**src/rtl/multi_cycle_ctrl_if.sv**
```systemverilog
// ---------------------------------------------------------------------------
// multi_cycle_ctrl_if
// Bundles the signals between the multi-cycle controller and the MIPS datapath.
//   slave  : controller side. It receives instr, zero and dm_ready, and drives
//            the enables, selects, op codes, status pulses and counters.
//   master : datapath/testbench side, with the opposite directions.
// ---------------------------------------------------------------------------
interface multi_cycle_ctrl_if;
  logic [31:0] instr;
  logic        zero;
  logic        dm_ready;
  logic        PCWE;
  logic        IRWE;
  logic        GRFWE;
  logic        DMWE;
  logic        DMRE;
  logic [1:0]  MUX1;
  logic        MUX2;
  logic [1:0]  MUX3;
  logic [1:0]  NPCOp;
  logic [1:0]  ALUOp;
  logic [1:0]  EXTOp;
  logic [2:0]  state;
  logic        instr_done;
  logic        illegal;
  logic        dm_timeout;
  logic [31:0] cycle_cnt;
  logic [31:0] instr_cnt;

  modport slave (
    input  instr, zero, dm_ready,
    output PCWE, IRWE, GRFWE, DMWE, DMRE, MUX1, MUX2, MUX3, NPCOp, ALUOp, EXTOp,
           state, instr_done, illegal, dm_timeout, cycle_cnt, instr_cnt
  );

  modport master (
    output instr, zero, dm_ready,
    input  PCWE, IRWE, GRFWE, DMWE, DMRE, MUX1, MUX2, MUX3, NPCOp, ALUOp, EXTOp,
           state, instr_done, illegal, dm_timeout, cycle_cnt, instr_cnt
  );
endinterface

```
**src/rtl/multi_cycle_ctrl.sv**
```systemverilog
// ---------------------------------------------------------------------------
// multi_cycle_ctrl
// Multi-cycle control FSM for the MIPS datapath. It steps each instruction
// through FETCH/DECODE/EXEC/MEM/WB and drives the datapath selects and op codes.
// Supported instructions: addu subu nop jr ori lw sw beq lui jal.
//
// Ports:
//   clk      : system clock, rising edge
//   reset_n  : asynchronous, active-low reset
//   bus      : multi_cycle_ctrl_if.slave (instr/zero/dm_ready in; enables,
//              selects, op codes, state, status pulses and counters out)
//
// Parameter:
//   DM_WAIT_MAX : number of MEM cycles without dm_ready before the access is
//                 aborted. 0 disables the timeout. Values up to 31 are usable.
//
// Build option:
//   CTRL_PERF_CNT_EN : when defined, adds the free-running cycle counter and the
//                      retired-instruction counter. When undefined, both
//                      outputs are 0.
//
// State | meaning
// ------+---------------------------------------------------------------
// FETCH | IR <- mem[PC], PC <- PC+4
// DECODE| decode; nop/jr/jal/illegal complete here
// EXEC  | ALU operation; beq completes here
// MEM   | DM access, waits for dm_ready or times out
// WB    | register file write-back
// ---------------------------------------------------------------------------
module multi_cycle_ctrl #(
  parameter int DM_WAIT_MAX = 16
) (
  input  logic                 clk,
  input  logic                 reset_n,
  multi_cycle_ctrl_if.slave    bus
);

  typedef enum logic [2:0] {
    S_FETCH  = 3'd0,
    S_DECODE = 3'd1,
    S_EXEC   = 3'd2,
    S_MEM    = 3'd3,
    S_WB     = 3'd4
  } state_t;

  localparam logic [4:0] W_MAX = DM_WAIT_MAX[4:0];

  state_t     r_state, w_next;
  logic [4:0] r_wait;

  logic [5:0] w_op, w_funct;
  logic       w_addu, w_subu, w_jr, w_nop, w_ori, w_lui, w_lw, w_sw, w_beq, w_jal;
  logic       w_rtype, w_legal, w_wait_hit;

  logic       w_pcwe, w_irwe, w_grfwe, w_dmwe, w_dmre, w_mux2;
  logic       w_done, w_illegal, w_timeout;
  logic [1:0] w_mux1, w_mux3, w_npcop, w_aluop, w_extop;

  // IR is written only in FETCH, so instr stays stable from DECODE through WB
  // and the controller can decode it again in every state.
  assign w_op    = bus.instr[31:26];
  assign w_funct = bus.instr[5:0];
  assign w_nop   = (bus.instr == 32'h0000_0000);
  assign w_addu  = (w_op == 6'h00) && (w_funct == 6'h21);
  assign w_subu  = (w_op == 6'h00) && (w_funct == 6'h23);
  assign w_jr    = (w_op == 6'h00) && (w_funct == 6'h08);
  assign w_ori   = (w_op == 6'h0D);
  assign w_lui   = (w_op == 6'h0F);
  assign w_lw    = (w_op == 6'h23);
  assign w_sw    = (w_op == 6'h2B);
  assign w_beq   = (w_op == 6'h04);
  assign w_jal   = (w_op == 6'h03);
  assign w_rtype = w_addu | w_subu;
  assign w_legal = w_nop | w_rtype | w_jr | w_ori | w_lui | w_lw | w_sw | w_beq | w_jal;

  // r_wait counts MEM cycles that have already passed without dm_ready.
  assign w_wait_hit = (DM_WAIT_MAX != 0) && (r_wait == W_MAX);

  always_ff @(posedge clk or negedge reset_n) begin
    if (!reset_n) begin
      r_state <= S_FETCH;
    end else begin
      r_state <= w_next;
    end
  end

  always_ff @(posedge clk or negedge reset_n) begin
    if (!reset_n) begin
      r_wait <= 5'd0;
    end else if (r_state != S_MEM) begin
      r_wait <= 5'd0;
    end else if (!bus.dm_ready && !w_wait_hit) begin
      r_wait <= r_wait + 5'd1;
    end
  end

  always_comb begin
    w_next    = r_state;
    w_pcwe    = 1'b0;
    w_irwe    = 1'b0;
    w_grfwe   = 1'b0;
    w_dmwe    = 1'b0;
    w_dmre    = 1'b0;
    w_mux1    = 2'b00;
    w_mux2    = 1'b0;
    w_mux3    = 2'b00;
    w_npcop   = 2'b00;
    w_aluop   = 2'b00;
    w_extop   = 2'b00;
    w_done    = 1'b0;
    w_illegal = 1'b0;
    w_timeout = 1'b0;

    // ALU controls are set in EXEC and held through MEM and WB.
    if (r_state == S_EXEC || r_state == S_MEM || r_state == S_WB) begin
      if (w_subu) begin
        w_aluop = 2'b01;
      end else if (w_ori) begin
        w_aluop = 2'b10;
        w_extop = 2'b01;
        w_mux2  = 1'b1;
      end else if (w_lui) begin
        w_aluop = 2'b10;
        w_extop = 2'b10;
        w_mux2  = 1'b1;
      end else if (w_lw || w_sw) begin
        w_mux2  = 1'b1;
      end else if (w_beq) begin
        w_aluop = 2'b11;
      end
    end

    case (r_state)
      S_FETCH: begin
        w_irwe = 1'b1;
        w_pcwe = 1'b1;
        w_next = S_DECODE;
      end
      S_DECODE: begin
        w_next = S_EXEC;
        if (!w_legal) begin
          w_illegal = 1'b1;
          w_done    = 1'b1;
          w_next    = S_FETCH;
        end else if (w_nop) begin
          w_done = 1'b1;
          w_next = S_FETCH;
        end else if (w_jr) begin
          w_pcwe  = 1'b1;
          w_npcop = 2'b11;
          w_done  = 1'b1;
          w_next  = S_FETCH;
        end else if (w_jal) begin
          // PC already holds PC+4 after FETCH, so this writes the link value.
          w_grfwe = 1'b1;
          w_mux1  = 2'b10;
          w_mux3  = 2'b10;
          w_pcwe  = 1'b1;
          w_npcop = 2'b10;
          w_done  = 1'b1;
          w_next  = S_FETCH;
        end
      end
      S_EXEC: begin
        if (w_beq) begin
          w_npcop = 2'b01;
          w_pcwe  = bus.zero;
          w_done  = 1'b1;
          w_next  = S_FETCH;
        end else if (w_lw || w_sw) begin
          w_next = S_MEM;
        end else begin
          w_next = S_WB;
        end
      end
      S_MEM: begin
        if (bus.dm_ready) begin
          w_dmre = w_lw;
          w_dmwe = w_sw;
          if (w_lw) begin
            w_next = S_WB;
          end else begin
            w_done = 1'b1;
            w_next = S_FETCH;
          end
        end else if (w_wait_hit) begin
          // Abort: the enables are dropped and no write-back follows.
          w_timeout = 1'b1;
          w_done    = 1'b1;
          w_next    = S_FETCH;
        end else begin
          w_dmre = w_lw;
          w_dmwe = w_sw;
        end
      end
      S_WB: begin
        w_grfwe = 1'b1;
        w_done  = 1'b1;
        w_mux1  = w_rtype ? 2'b01 : 2'b00;
        w_mux3  = w_lw ? 2'b01 : 2'b00;
        w_next  = S_FETCH;
      end
      default: begin
        w_next = S_FETCH;
      end
    endcase
  end

  // reset_n also gates the outputs, so writes stop at once when reset is asserted.
  assign bus.PCWE       = w_pcwe    & reset_n;
  assign bus.IRWE       = w_irwe    & reset_n;
  assign bus.GRFWE      = w_grfwe   & reset_n;
  assign bus.DMWE       = w_dmwe    & reset_n;
  assign bus.DMRE       = w_dmre    & reset_n;
  assign bus.MUX2       = w_mux2    & reset_n;
  assign bus.instr_done = w_done    & reset_n;
  assign bus.illegal    = w_illegal & reset_n;
  assign bus.dm_timeout = w_timeout & reset_n;
  assign bus.MUX1       = reset_n ? w_mux1  : 2'b00;
  assign bus.MUX3       = reset_n ? w_mux3  : 2'b00;
  assign bus.NPCOp      = reset_n ? w_npcop : 2'b00;
  assign bus.ALUOp      = reset_n ? w_aluop : 2'b00;
  assign bus.EXTOp      = reset_n ? w_extop : 2'b00;
  assign bus.state      = r_state;

`ifdef CTRL_PERF_CNT_EN
  logic [31:0] r_cycle_cnt, r_instr_cnt;

  always_ff @(posedge clk or negedge reset_n) begin
    if (!reset_n) begin
      r_cycle_cnt <= 32'd0;
      r_instr_cnt <= 32'd0;
    end else begin
      r_cycle_cnt <= r_cycle_cnt + 32'd1;
      if (w_done) begin
        r_instr_cnt <= r_instr_cnt + 32'd1;
      end
    end
  end

  assign bus.cycle_cnt = r_cycle_cnt;
  assign bus.instr_cnt = r_instr_cnt;
`else
  assign bus.cycle_cnt = 32'd0;
  assign bus.instr_cnt = 32'd0;
`endif

endmodule

```
**src/flat_wrapper.sv**
```systemverilog
// flat-port wrapper written by rule: the top's interface ports become plain ports
module multi_cycle_ctrl_flat 
#(
  parameter int DM_WAIT_MAX = 16
)
  (clk, reset_n, bus_instr, bus_zero, bus_dm_ready, bus_PCWE, bus_IRWE, bus_GRFWE, bus_DMWE, bus_DMRE, bus_MUX1, bus_MUX2, bus_MUX3, bus_NPCOp, bus_ALUOp, bus_EXTOp, bus_state, bus_instr_done, bus_illegal, bus_dm_timeout, bus_cycle_cnt, bus_instr_cnt);
  multi_cycle_ctrl_if bus_i ();
  input  logic clk;
  input  logic reset_n;
  input wire logic [$bits(bus_i.instr)-1:0] bus_instr;
  input wire logic [$bits(bus_i.zero)-1:0] bus_zero;
  input wire logic [$bits(bus_i.dm_ready)-1:0] bus_dm_ready;
  output wire logic [$bits(bus_i.PCWE)-1:0] bus_PCWE;
  output wire logic [$bits(bus_i.IRWE)-1:0] bus_IRWE;
  output wire logic [$bits(bus_i.GRFWE)-1:0] bus_GRFWE;
  output wire logic [$bits(bus_i.DMWE)-1:0] bus_DMWE;
  output wire logic [$bits(bus_i.DMRE)-1:0] bus_DMRE;
  output wire logic [$bits(bus_i.MUX1)-1:0] bus_MUX1;
  output wire logic [$bits(bus_i.MUX2)-1:0] bus_MUX2;
  output wire logic [$bits(bus_i.MUX3)-1:0] bus_MUX3;
  output wire logic [$bits(bus_i.NPCOp)-1:0] bus_NPCOp;
  output wire logic [$bits(bus_i.ALUOp)-1:0] bus_ALUOp;
  output wire logic [$bits(bus_i.EXTOp)-1:0] bus_EXTOp;
  output wire logic [$bits(bus_i.state)-1:0] bus_state;
  output wire logic [$bits(bus_i.instr_done)-1:0] bus_instr_done;
  output wire logic [$bits(bus_i.illegal)-1:0] bus_illegal;
  output wire logic [$bits(bus_i.dm_timeout)-1:0] bus_dm_timeout;
  output wire logic [$bits(bus_i.cycle_cnt)-1:0] bus_cycle_cnt;
  output wire logic [$bits(bus_i.instr_cnt)-1:0] bus_instr_cnt;
  assign bus_i.instr = bus_instr;
  assign bus_i.zero = bus_zero;
  assign bus_i.dm_ready = bus_dm_ready;
  assign bus_PCWE = bus_i.PCWE;
  assign bus_IRWE = bus_i.IRWE;
  assign bus_GRFWE = bus_i.GRFWE;
  assign bus_DMWE = bus_i.DMWE;
  assign bus_DMRE = bus_i.DMRE;
  assign bus_MUX1 = bus_i.MUX1;
  assign bus_MUX2 = bus_i.MUX2;
  assign bus_MUX3 = bus_i.MUX3;
  assign bus_NPCOp = bus_i.NPCOp;
  assign bus_ALUOp = bus_i.ALUOp;
  assign bus_EXTOp = bus_i.EXTOp;
  assign bus_state = bus_i.state;
  assign bus_instr_done = bus_i.instr_done;
  assign bus_illegal = bus_i.illegal;
  assign bus_dm_timeout = bus_i.dm_timeout;
  assign bus_cycle_cnt = bus_i.cycle_cnt;
  assign bus_instr_cnt = bus_i.instr_cnt;
  multi_cycle_ctrl #(.DM_WAIT_MAX(DM_WAIT_MAX)) u_core (.clk(clk), .reset_n(reset_n), .bus(bus_i));
endmodule
```
**config.mk**
```make
export PLATFORM = sky130hd
export DESIGN_NAME = multi_cycle_ctrl_flat
export DESIGN_NICKNAME = d
export VERILOG_FILES = /design/src/rtl/multi_cycle_ctrl_if.sv /design/src/rtl/multi_cycle_ctrl.sv /design/src/flat_wrapper.sv
export SDC_FILE = /design/constraint.sdc
export NUM_CORES = 1
export LEC_CHECK = 0
export CAP_MARGIN = 10
export CORE_ASPECT_RATIO = 1.25
export CORE_MARGIN = 2
export CORE_UTILIZATION = 34
export DETAILED_ROUTE_END_ITERATION = 12
export PLACE_DENSITY = 0.87
export REMOVE_ABC_BUFFERS = 1
export SKIP_LAST_GASP = 1
export SYNTH_ARGS = -nofsm -noshare
export SYNTH_HDL_FRONTEND = slang
export SYNTH_SLANG_ARGS = --single-unit
```
**constraint.sdc**
```tcl
create_clock -name clk -period 8.1 [get_ports clk]
set_clock_uncertainty 0.2 [all_clocks]
set_input_delay 2.43 -clock clk [delete_from_list [all_inputs] [get_ports clk]]
set_output_delay 2.43 -clock clk [all_outputs]
set_load 0.05 [all_outputs]
```
==> results.ini, run 1 <==
[floorplan]
coreArea_um2 = 3820
initial_core_util_pct = 35.9
row_count = 25
die_x_um = 60.8
ios = 122
fp.dieArea_um2 = 4560
die_height_um = 75.0

[power]
p_sw_uw = 157
p_leak_nw = 0.740
p_comb_share_pct = 63.9
power_frac_clock_pct = 16.5
irDropWorstVdd_mv = 0.0609
swShare_pct = 56.2
power.total_uw = 279
p_seq_share_pct = 19.6
p_int_uw = 122
powerDensity_nw_per_um2 = 155

[grt]
grt_use_total_pct = 14.4
grt_first_pass_wirelength_mm = 5.11
grt_max_degree = 15
gr-total-overflow = 0
antenna_found_initial = 0
grt_pass1_vias = 1215

[critical_path]
slowest_delay_ps = 720
timing.rr.start = u_core.r_wait[0]
critPathMaxFanout = 7
cp_top_family = buffers and inverters
crit_path_start = bus_instr[29]
arrival_ps = 5250
crit_path_frequent_cell = clkdlybuf4s50_1
path_buf_inv = 2
critPathLaunchType = input pin
slowest_stage = clkdlybuf4s50_1
crit_chain = clkdlybuf4s50_1 -> or4_1 -> or3_1 -> o31ai_1 -> nor3b_1 -> clkdlybuf4s50_1
required_ps = 5470
cp-end-kind = primary output
path_class = in2out

[synth]
synth_cell_types = 43
synthFlopType = dfrtp_1
synth_top_cells_by_area = buf_4 (36%), dfrtp_1 (15%), nor2_1 (3.8%)
syn-mean-instance-area_um2 = 7.37
syn-cell-area_um2 = 1370
synthTopCellsByCount = buf_4 (65), nor2_1 (14), nand2_1 (9)
synth_most_common_cell = buf_4
ys_ff_latch = 8
synth_top_area_share_pct = 35.6
yosysSeqAreaShare_pct = 14.6
synth_top_area_cell = buf_4
synth-edff-count = 0
synth.yosys.warnings = 0
syn-instance-count = 186
synthArstFlopShare_pct = 100

[sta]
setup_violations = 0
slew_violations = 0
whs_ps = 355
slew_headroom_pct = 64.6
period_minus_slack_ps = 7880
fin_crit_sh_pct = 97.2
setup_tns_ps = 0
worstMarginPinSlew_ps = 524
hold_viol = 0
max_clock_freq_mhz = 127
rsz0062_at_grt = false
setup_ws_ps = 224

[cells_and_area]
final_util_pct = 47.0
fill_cells = 388
diodes = 0
final_nets = 283
design_area_um2 = 1790
regArea_um2 = 200
multiInputGateArea_um2 = 877
drive_gt1_share_pct = 5.35
fin_cells = 297
area_growth_syn_to_layout_pct = 30.7

[min_path]
hold_path.class = reg2reg
hold_start = u_core.r_wait[4]

[job]
max_cap_viol_count = 0

[detailed_routing]
vias = 1317
drtPass1Iterations = 4
drt_wl_total_mm = 3.30
route.detailed.drc = 0
dr.first_iter.drc_count = 13
wl_per_cell_um = 11.1
viasPerCell = 4.43
ant_nets = 0

[clocking]
htreeDepth = 1
cts_tree = done
clk_latency_ps = 220
cts_made_buffers = 3
clock_path_buffers = 2
cts_hold_buf = 0
root_buffer = clkbuf_8
path_clk_slew_ps = 40
cts.sinks = 8
cts_resized = 0
postCtsSetupRepairBufs = 0

[outcome]
outcome = completed

[placed_design]
port_buffers = 57
gp_congestion = 0.760
place_ws_ps = 254
post-dp-hpwl_mm = 2.89
placed_cell_area_um2 = 1750
dpl.cell_count = 294

## kinds of logic after synthesis
| family | after synthesis | synth area share [%] |
|---|---|---|
| buffers and inverters | 74 | 38.7 |
| and+or+nand+nor | 74 | 30.6 |
| AOI/OAI and AO/OA | 23 | 11.5 |
| adders and majority gates | 2 | 1.82 |
| DFF | 8 | 14.6 |
| other | 1 | 0.273 |
| xor gates and xnor gates | 4 | 2.56 |
## area by class of cell
type	count	share of cell area (%)
Clock buffer	3	2.30
Inverter	5	1.05
Multi-Input combinational cell	167	48.9
Sequential cell	8	11.2
Tap cell	54	3.77
Timing Repair Buffer	60	32.8
## worst reg2reg max path, stage by stage, from the launching register on
cell and delay, ps:
dfrtp_1 420, inv_1 80, ha_1 130, nor4bb_1 500
nor2_1 210, a31oi_1 250, a21oi_2 80
## power by group through the flow
| stage | combinational, mW | sequential, mW | clock [mW] |
|---|---|---|---|
| 5_1_grt | 0.188 | 0.0570 | 0.0491 |
| 3_5_place_dp | 0.178 | 0.0552 | 0 |
| 4_1_cts | 0.178 | 0.0546 | 0.0469 |
| 6_report | 0.178 | 0.0547 | 0.0458 |
| 3_3_place_gp | 0.177 | 0.0546 | 0 |
| 2_1_floorplan | 0.118 | 0.0645 | 0 |
## metal layers
layer  track usage [%]  wire length, um  vias up
li1                  -                -      642
met1              15.8             1200      582
met2              27.5             1750       89
met3              2.41              323        4
met4              4.59               30        0
met5                 0                0        -
## final timing paths
| kind | to | slack [ps] | cells after the start |
|---|---|---|---|
| worst max-delay path | bus_illegal | 220 | 6 |
| worst min-delay path | u_core.r_wait[4] | 350 | 2 |
| worst max register to register | u_core.bus.state[1] | 6100 | 6 |
| worst min register to register | u_core.r_wait[4] | 350 | 2 |
| max in group asynchronous | u_core.r_wait[3] | 5170 | 2 |
| min in group asynchronous | u_core.bus.state[0] | 2380 | 2 |
## sequential cells by signal (all words and copies together), names as in the netlist
signal / flops
u_core.r_wait: 5
u_core.bus.state: 3
## cells in the final DEF (no fill, tap or decap), types with 2 or more instances in the layout
| master | netlist | final |
|---|---|---|
| nor4_1 | 8 | 8 |
| clkbuf_8 | 0 | 3 |
| nor3b_1 | 5 | 5 |
| clkdlybuf4s50_1 | 0 | 55 |
| or3_1 | 2 | 2 |
| nand3_1 | 6 | 6 |
| conb_1 | 1 | 64 |
| buf_4 | 65 | 5 |
| nand2_1 | 9 | 9 |
| a31oi_1 | 2 | 2 |
| inv_1 | 5 | 5 |
| o21ai_0 | 4 | 4 |
| nor2b_1 | 3 | 3 |
| xor2_1 | 2 | 2 |
| nand2b_1 | 3 | 3 |
| a21oi_1 | 6 | 6 |
| nand4_1 | 5 | 5 |
| ha_1 | 2 | 2 |
| nor4b_1 | 2 | 2 |
| nor2_1 | 14 | 14 |
| dfrtp_1 | 8 | 8 |
| or4_1 | 2 | 2 |
| nor3_1 | 8 | 8 |
| xnor2_1 | 2 | 2 |
(Power assumes the default switching activity.)
==> inputs of run 2 (changes only) <==
Settings changed: SLEW_MARGIN from default to 20, TNS_END_PERCENT from default to 1.
==> results of run 2 <==
Final layout, timing and power as in run 1 (identical DEF).
==> inputs of run 3 (changes only) <==
Settings changed: CORE_MARGIN 2 to 1.5, CTS_CLUSTER_DIAMETER from default to 40, MAX_ROUTING_LAYER from default to met4.
==> results.ini, run 3 (synthesized netlist as in run 1, its figures left out) <==
[clocking]
clk_latency_ps = 230
cts.sinks = 8
root_buffer = clkbuf_8
postCtsSetupRepairBufs = 0
clock_path_buffers = 2
cts_resized = 0
cts_hold_buf = 0
htreeDepth = 1
cts_made_buffers = 3
cts_tree = done
path_clk_slew_ps = 40

[grt]
gr-total-overflow = 0
grt_max_degree = 15
antenna_found_initial = 0
grt_first_pass_wirelength_mm = 4.71
grt_pass1_vias = 1124
grt_use_total_pct = 14.2

[sta]
hold_viol = 0
rsz0062_at_grt = false
slew_headroom_pct = 58.7
fin_crit_sh_pct = 97.0
setup_violations = 0
max_clock_freq_mhz = 127
period_minus_slack_ps = 7850
setup_ws_ps = 247
slew_violations = 0
worstMarginPinSlew_ps = 611

[critical_path]
critPathMaxFanout = 7
path_class = in2out
arrival_ps = 5220
required_ps = 5470
reg2reg_depth = 6
critPathLaunchType = input pin
cp-end-kind = primary output

[cells_and_area]
final_nets = 283
top_register = u_core.r_wait
fin_cells = 297
drive_gt1_share_pct = 5.35
design_area_um2 = 1790
diodes = 0
layout_common_cells = conb_1 (64), clkdlybuf4s50_1 (55), nor2_1 (14)
layout_commonest_cell = conb_1
largest_register_ffs = 5
fill_cells = 394
final_util_pct = 47.0
area_growth_syn_to_layout_pct = 30.7

[detailed_routing]
route.detailed.drc = 0
vias = 1304
dr.first_iter.drc_count = 23
drt_wl_total_mm = 3.25
viasPerCell = 4.39
drtPass1Iterations = 4
wl_per_cell_um = 11.0
ant_nets = 0

[floorplan]
coreArea_um2 = 3820
fp.dieArea_um2 = 4430
ios = 122
row_count = 25
die_x_um = 59.8
die_height_um = 74.0
initial_core_util_pct = 35.9

[placed_design]
dpl.cell_count = 294
place_ws_ps = 249
placed_cell_area_um2 = 1750
post-dp-hpwl_mm = 2.82
gp_congestion = 0.763
port_buffers = 57

[power]
p_leak_nw = 0.740
swShare_pct = 56.2
p_int_uw = 122
p_sw_uw = 157
powerDensity_nw_per_um2 = 156
irDropWorstVdd_mv = 0.0716
p_seq_share_pct = 19.6
power_frac_clock_pct = 16.7
p_comb_share_pct = 63.7

[min_path]
holdPathStages = 2
hold_path.class = reg2reg

[job]
max_cap_viol_count = 0

[outcome]
outcome = completed

-- run 3: per-layer routing --
layer | routed length, um | up-vias | track usage (%)
met5 | 0 | - | -
met4 | 12 | 0 | 2.22
met3 | 289 | 2 | 2.61
met2 | 1760 | 81 | 25.6
met1 | 1190 | 583 | 16.5
li1 | - | 638 | -
-- run 3: final cells by class --
cell class / count / area [um2] / area share (%)
Clock buffer: 3 / 41.3 / 2.30
Timing Repair Buffer: 60 / 588 / 32.8
Sequential cell: 8 / 200 / 11.2
Tap cell: 54 / 67.6 / 3.77
Inverter: 5 / 18.8 / 1.05
Multi-Input combinational cell: 167 / 877 / 48.9
-- run 3: worst paths after layout --
| check | from | end | slack (ps) |
|---|---|---|---|
| min | u_core.r_wait[2] | u_core.r_wait[2] | 370 |
| min reg2reg | u_core.r_wait[2] | u_core.r_wait[2] | 370 |
| max | bus_instr[29] | bus_NPCOp[1] | 250 |
| min in group asynchronous | reset_n | u_core.bus.state[0] | 2360 |
| max reg2reg | u_core.r_wait[0] | u_core.bus.state[1] | 6020 |
| max in group asynchronous | reset_n | u_core.bus.state[1] | 5190 |
-- run 3: worst max-delay path: stages --
cell             delay (ps)
clkdlybuf4s50_1         510
or4_1                   660
or3_1                   420
o31ai_1                 390
nor2_1                   90
clkdlybuf4s50_1         720
-- run 3: through the flow --
stage / setup TNS, ps / hold slack [ps] / power, mW
finish: 0 / 368 / 0.279
global route: 0 / 418 / 0.292
CTS: 0 / 379 / 0.280
detailed placement: 0 / 366 / 0.233
global placement: 0 / 331 / 0.231
floorplan: -397 / 296 / 0.182
-- run 3: power groups by stage --
stage	logic, mW	registers, mW	clock network, mW
after CTS	0.178	0.0546	0.0474
after detailed placement	0.178	0.0552	0
after global routing	0.187	0.0557	0.0491
after global placement	0.177	0.0548	0
final	0.177	0.0547	0.0466
after floorplan	0.118	0.0645	0
